File: src/rtl/somador_multiciclo.sv
// Multi-cycle ripple adder: CHUNK bits per clock, valid/ready on both sides.
// Optional subtract mode enabled by defining SUBTRACAO_EN (adds port sub).
module somador_multiciclo #(
    parameter int WIDTH = 16,
    parameter int CHUNK = 4
) (
    input  logic             clk,
    input  logic             rst_n,
    input  logic             in_valid,
    output logic             in_ready,
    input  logic [WIDTH-1:0] a,
    input  logic [WIDTH-1:0] b,
    input  logic             cin,
`ifdef SUBTRACAO_EN
    input  logic             sub,
`endif
    output logic             out_valid,
    input  logic             out_ready,
    output logic [WIDTH-1:0] s,
    output logic             cout,
    output logic             ovf
);

    localparam int N  = WIDTH / CHUNK;
    localparam int KW = (N > 1) ? $clog2(N) : 1;

    typedef enum logic [1:0] {
        IDLE,
        SOMA,
        DONE
    } state_t;

    state_t           state_q, state_d;
    logic [WIDTH-1:0] a_q, a_d;
    logic [WIDTH-1:0] b_q, b_d;
    logic [WIDTH-1:0] s_q, s_d;
    logic             carry_q, carry_d;
    logic [KW-1:0]    k_q, k_d;
    logic             cout_q, cout_d;
    logic             ovf_q, ovf_d;

    logic [WIDTH-1:0] b_eff;
    logic             c_eff;
    logic [WIDTH-1:0] a_sh;
    logic [WIDTH-1:0] b_sh;
    logic [CHUNK:0]   slice_sum;
    logic             last;

    // B is stored already inverted in subtract mode, so the slice adder never sees sub
`ifdef SUBTRACAO_EN
    assign b_eff = sub ? ~b : b;
    assign c_eff = sub ? 1'b1 : cin;
`else
    assign b_eff = b;
    assign c_eff = cin;
`endif

    assign a_sh      = a_q >> (int'(k_q) * CHUNK);
    assign b_sh      = b_q >> (int'(k_q) * CHUNK);
    assign slice_sum = {1'b0, a_sh[CHUNK-1:0]}
                     + {1'b0, b_sh[CHUNK-1:0]}
                     + {{CHUNK{1'b0}}, carry_q};
    assign last      = (k_q == KW'(N - 1));

    always_comb begin
        state_d = state_q;
        a_d     = a_q;
        b_d     = b_q;
        s_d     = s_q;
        carry_d = carry_q;
        k_d     = k_q;
        cout_d  = cout_q;
        ovf_d   = ovf_q;
        unique case (state_q)
            IDLE: begin
                if (in_valid) begin
                    a_d     = a;
                    b_d     = b_eff;
                    carry_d = c_eff;
                    k_d     = '0;
                    state_d = SOMA;
                end
            end
            SOMA: begin
                s_d[int'(k_q)*CHUNK +: CHUNK] = slice_sum[CHUNK-1:0];
                carry_d = slice_sum[CHUNK];
                k_d     = k_q + KW'(1);
                if (last) begin
                    cout_d  = slice_sum[CHUNK];
                    ovf_d   = (a_q[WIDTH-1] == b_q[WIDTH-1])
                           && (slice_sum[CHUNK-1] != a_q[WIDTH-1]);
                    state_d = DONE;
                end
            end
            DONE: begin
                if (out_ready) begin
                    state_d = IDLE;
                end
            end
            default: state_d = IDLE;
        endcase
    end

    always_ff @(posedge clk) begin
        if (!rst_n) begin
            state_q <= IDLE;
            a_q     <= '0;
            b_q     <= '0;
            s_q     <= '0;
            carry_q <= 1'b0;
            k_q     <= '0;
            cout_q  <= 1'b0;
            ovf_q   <= 1'b0;
        end else begin
            state_q <= state_d;
            a_q     <= a_d;
            b_q     <= b_d;
            s_q     <= s_d;
            carry_q <= carry_d;
            k_q     <= k_d;
            cout_q  <= cout_d;
            ovf_q   <= ovf_d;
        end
    end

    assign in_ready  = (state_q == IDLE);
    assign out_valid = (state_q == DONE);
    assign s         = s_q;
    assign cout      = cout_q;
    assign ovf       = ovf_q;

endmodule

File: config.mk
export PLATFORM = sky130hd
export DESIGN_NAME = somador_multiciclo
export DESIGN_NICKNAME = d
export VERILOG_FILES = /design/src/rtl/somador_multiciclo.sv
export SDC_FILE = /design/constraint.sdc
export NUM_CORES = 1
export LEC_CHECK = 0
export BUFFER_PORTS_ARGS = -buffer_cell sky130_fd_sc_hd__buf_2
export CORE_MARGIN = 10
export CORE_UTILIZATION = 54
export DETAILED_ROUTE_END_ITERATION = 16
export GPL_TIMING_DRIVEN = 0
export PLACE_DENSITY = 0.77
export SYNTH_ARGS = -nofsm -noshare
export SYNTH_HDL_FRONTEND = slang
export SYNTH_SLANG_ARGS = --single-unit
File: constraint.sdc
create_clock -name clk -period 3.35 [get_ports clk]
set_input_delay 0.67 -clock clk [delete_from_list [all_inputs] [get_ports clk]]
set_output_delay 0.67 -clock clk [all_outputs]
set_load 0.005 [all_outputs]
==> results.ini <==
[setup_path]
rrSetupSlack_ps=220
timing.setup.critical_path_class=reg2reg
highest_fanout_seen_on_the_critical_path=10
data_arrival_critical_path_ps=3340
end_kind=flop
worst_ep_required_time_ps=3560
critical_path.startpoint_type=flop

[synthesis]
synth_top_cell_area_share=0.423
synth.top_cells.by_count=sky130_fd_sc_hd__nand2_1 (76), sky130_fd_sc_hd__dfxtp_1 (55), sky130_fd_sc_hd__a21boi_0 (28)
synth_edf_count=0
synthesis.instances=271
synth_warnings=0
mappedNetlistArea_mm2=0.00260
ys_seq_area_frac=0.423
yosysMostFrequentCell=sky130_fd_sc_hd__nand2_1
asyncSetResetFlopFracSynth=0
dominantRegCellSynth=sky130_fd_sc_hd__dfxtp_1
post-synth-top-area-cell=sky130_fd_sc_hd__dfxtp_1
netlist_top_cells_area=sky130_fd_sc_hd__dfxtp_1 (42%), sky130_fd_sc_hd__nand2_1 (11%), sky130_fd_sc_hd__a21boi_0 (8.1%), sky130_fd_sc_hd__mux4_2 (6.9%), sky130_fd_sc_hd__ha_1 (4.3%)
yosysUniqueCellTypes=40
synthesis.area_per_instance_um2=9.60
synth-seq-cells=55
postSynthNetCount=319

[clock_network]
cts_buffer_depth=2
htree_levels=2
cts_tree=done
tritoncts_num_sinks=55
post-cts-setup-buffer-count=0
clock_tree.root_cell=sky130_fd_sc_hd__clkbuf_8
cts.reportedPaths.clkPinSlew_ps=90
hold_buffers=0
worst_skew_pair.late_latency_ps=310
cts_made_buffers=5

[placed_design]
preCtsSetupSlack_ps=152
gpl.final_weighted_congestion=0.799
count_of_buffers_from_port_buffering=55
dp.cells=380
post_dp_cell_area_mm2=0.00295
half_perimeter_wire_length_after_detailed_placement_mm=4.63

[sta]
setup-violations-final=0
slew_at_the_pin_closest_to_its_max_slew_limit_ps=630
achievable-frequency_mhz=320
slew_violations=0
timing.setup.tns_ps=0
hold_slack_ps=466
unrepaired_setup_endpoints_after_global_routing=no
final.min_clock_period_ps=3130
final_min_period_over_clock_period=0.933
setup_slack_ps=223
final-hold-violation-count=0
clock-skew-final_ps=6.56
timing.slew.headroom=0.579

[die]
i_o_pin_cnt=57
starting_density=0.555
design.core.area_mm2=0.00469
design.die.area_mm2=0.00800
num_rows=25
die_boundary_width_um=89.4
die_height_um=89.4

[finish]
fillerInstances=436
final_layout_size_suffix_gt1_frac=0.269
antennaDiodeCount=0
final_cell_count_no_fill=388
finish.instance_area_mm2=0.00306
area_overhead_of_the_layout_relative_to_synthesis_pct=17.4
finalCoreUtilization=0.651
fin_nets=381

[detailed_routing]
drt_first_iter_violations=78
routed_wirelength_mm=5.92
wl_per_cell_um=15.3
drc_viols=0
firstDrtPassIters=4
vias=2063
antenna_left=0
drt-vias-per-instance=5.32

[status]
outcome=complete, no violations

[power]
p_seq_frac=0.537
report.power.total_mw=1.31
power.internal_mw=0.967
powerDensity_mw_per_mm2=428
switching_power_mw=0.340
power.share.clock=0.303
total_leakage_power_nw=1.28
combinationalPowerShare=0.160
power.ir.vdd_worst_mv=0.304
sw_frac_of_total=0.260

[global_routing]
grt_first_pass_wirelength_mm=9.87
grt_overflow=0
number_of_antenna_violations_at_the_first_check_in_global_routing=0
grt_max_degree=16
grt_pass1_vias=2108
global_route.usage.total=0.158

[min_path]
holdCritPathClass=reg2reg

[job]
count_of_maximum_capacitance_violations=0

==> worst paths after layout <==
kind                               end           startpoint  depth (start not counted)
setup reg to reg  carry_q$_SDFFE_PN0P_  k_q[0]$_SDFFE_PN0P_                          9
hold reg to reg    a_q[8]$_SDFFE_PN0P_  a_q[8]$_SDFFE_PN0P_                          2
setup / recovery  carry_q$_SDFFE_PN0P_  k_q[0]$_SDFFE_PN0P_                          9
hold / removal     a_q[8]$_SDFFE_PN0P_  a_q[8]$_SDFFE_PN0P_                          2
==> area by class of cell <==
cell class | count | area, µm² | area share
inverter | 2 | 7.51 | 0.00246
buffer | 15 | 76.3 | 0.0250
tap | 54 | 67.6 | 0.0221
multi-input combinational | 199 | 1430 | 0.467
clock buffer | 8 | 100 | 0.0328
timing repair buffer | 55 | 275 | 0.0901
sequential | 55 | 1100 | 0.360
==> logic make-up (layout without fill, tap and decap cells) <==
logic type,count (synthesis),after routing,share of synthesized area
XOR/XNOR,1,1,0.00337
AO/OA/AOI/OAI,62,62,0.178
flip-flops,55,55,0.423
AND/OR/NAND/NOR,117,117,0.236
buffers and inverters,17,80,0.0313
adder cells (fa/ha/maj),11,11,0.0587
multiplexers,8,8,0.0692
==> layer usage <==
metal  vias up  track usage  part of all wire
li1       1050            -                 -
met1       957        0.188              0.43
met2        49        0.265              0.49
met3         7       0.0520             0.066
met4         0       0.0419             0.013
met5         -            0                 0
==> what timing repair did <==
action / CTS / global route
endpoints found under the hold margin: 0 / 0
gates resized for setup: 0 / 2
endpoints found under the setup margin: 0 / 7
==> power by group through the flow <==
stage	sequential, mW	clock [mW]	combinational [mW]
5_1_grt	0.705	0.434	0.234
4_1_cts	0.701	0.408	0.209
3_3_place_gp	0.715	0	0.204
6_report	0.701	0.396	0.209
2_1_floorplan	0.711	0	0.146
3_5_place_dp	0.716	0	0.208
==> flip-flops by register name, indices dropped and copies added, names as in the netlist <==
signal	cells
ovf	1
carry_q	1
state_q	2
a_q	16
cout	1
b_q	16
k_q	2
s	16
==> placed cells by master, fill, tap and decap left out, types with 3 or more instances in the layout <==
cell,instances
sky130_fd_sc_hd__nand2_1,76
sky130_fd_sc_hd__and2_1,3
sky130_fd_sc_hd__o21ai_0,3
sky130_fd_sc_hd__clkbuf_1,8
sky130_fd_sc_hd__ha_1,9
sky130_fd_sc_hd__nand3_1,3
sky130_fd_sc_hd__dfxtp_1,55
sky130_fd_sc_hd__nor2_1,7
sky130_fd_sc_hd__a21boi_0,28
sky130_fd_sc_hd__clkbuf_8,7
sky130_fd_sc_hd__a21boi_1,5
sky130_fd_sc_hd__buf_4,3
sky130_fd_sc_hd__nor2b_1,15
sky130_fd_sc_hd__o21a_1,4
sky130_fd_sc_hd__buf_2,59
sky130_fd_sc_hd__a22oi_1,12
sky130_fd_sc_hd__mux4_2,8
==> critical path, stage by stage, from the launching register on <==
cell	delay [ps]
sky130_fd_sc_hd__dfxtp_1	390
sky130_fd_sc_hd__buf_2	240
sky130_fd_sc_hd__clkbuf_4	290
sky130_fd_sc_hd__mux4_2	560
sky130_fd_sc_hd__fa_1	460
sky130_fd_sc_hd__fa_1	450
sky130_fd_sc_hd__a21o_1	180
sky130_fd_sc_hd__a21oi_1	230
sky130_fd_sc_hd__nor2_1	70
sky130_fd_sc_hd__o21a_1	160
No activity file was read; power rests on OpenSTA's default activity.
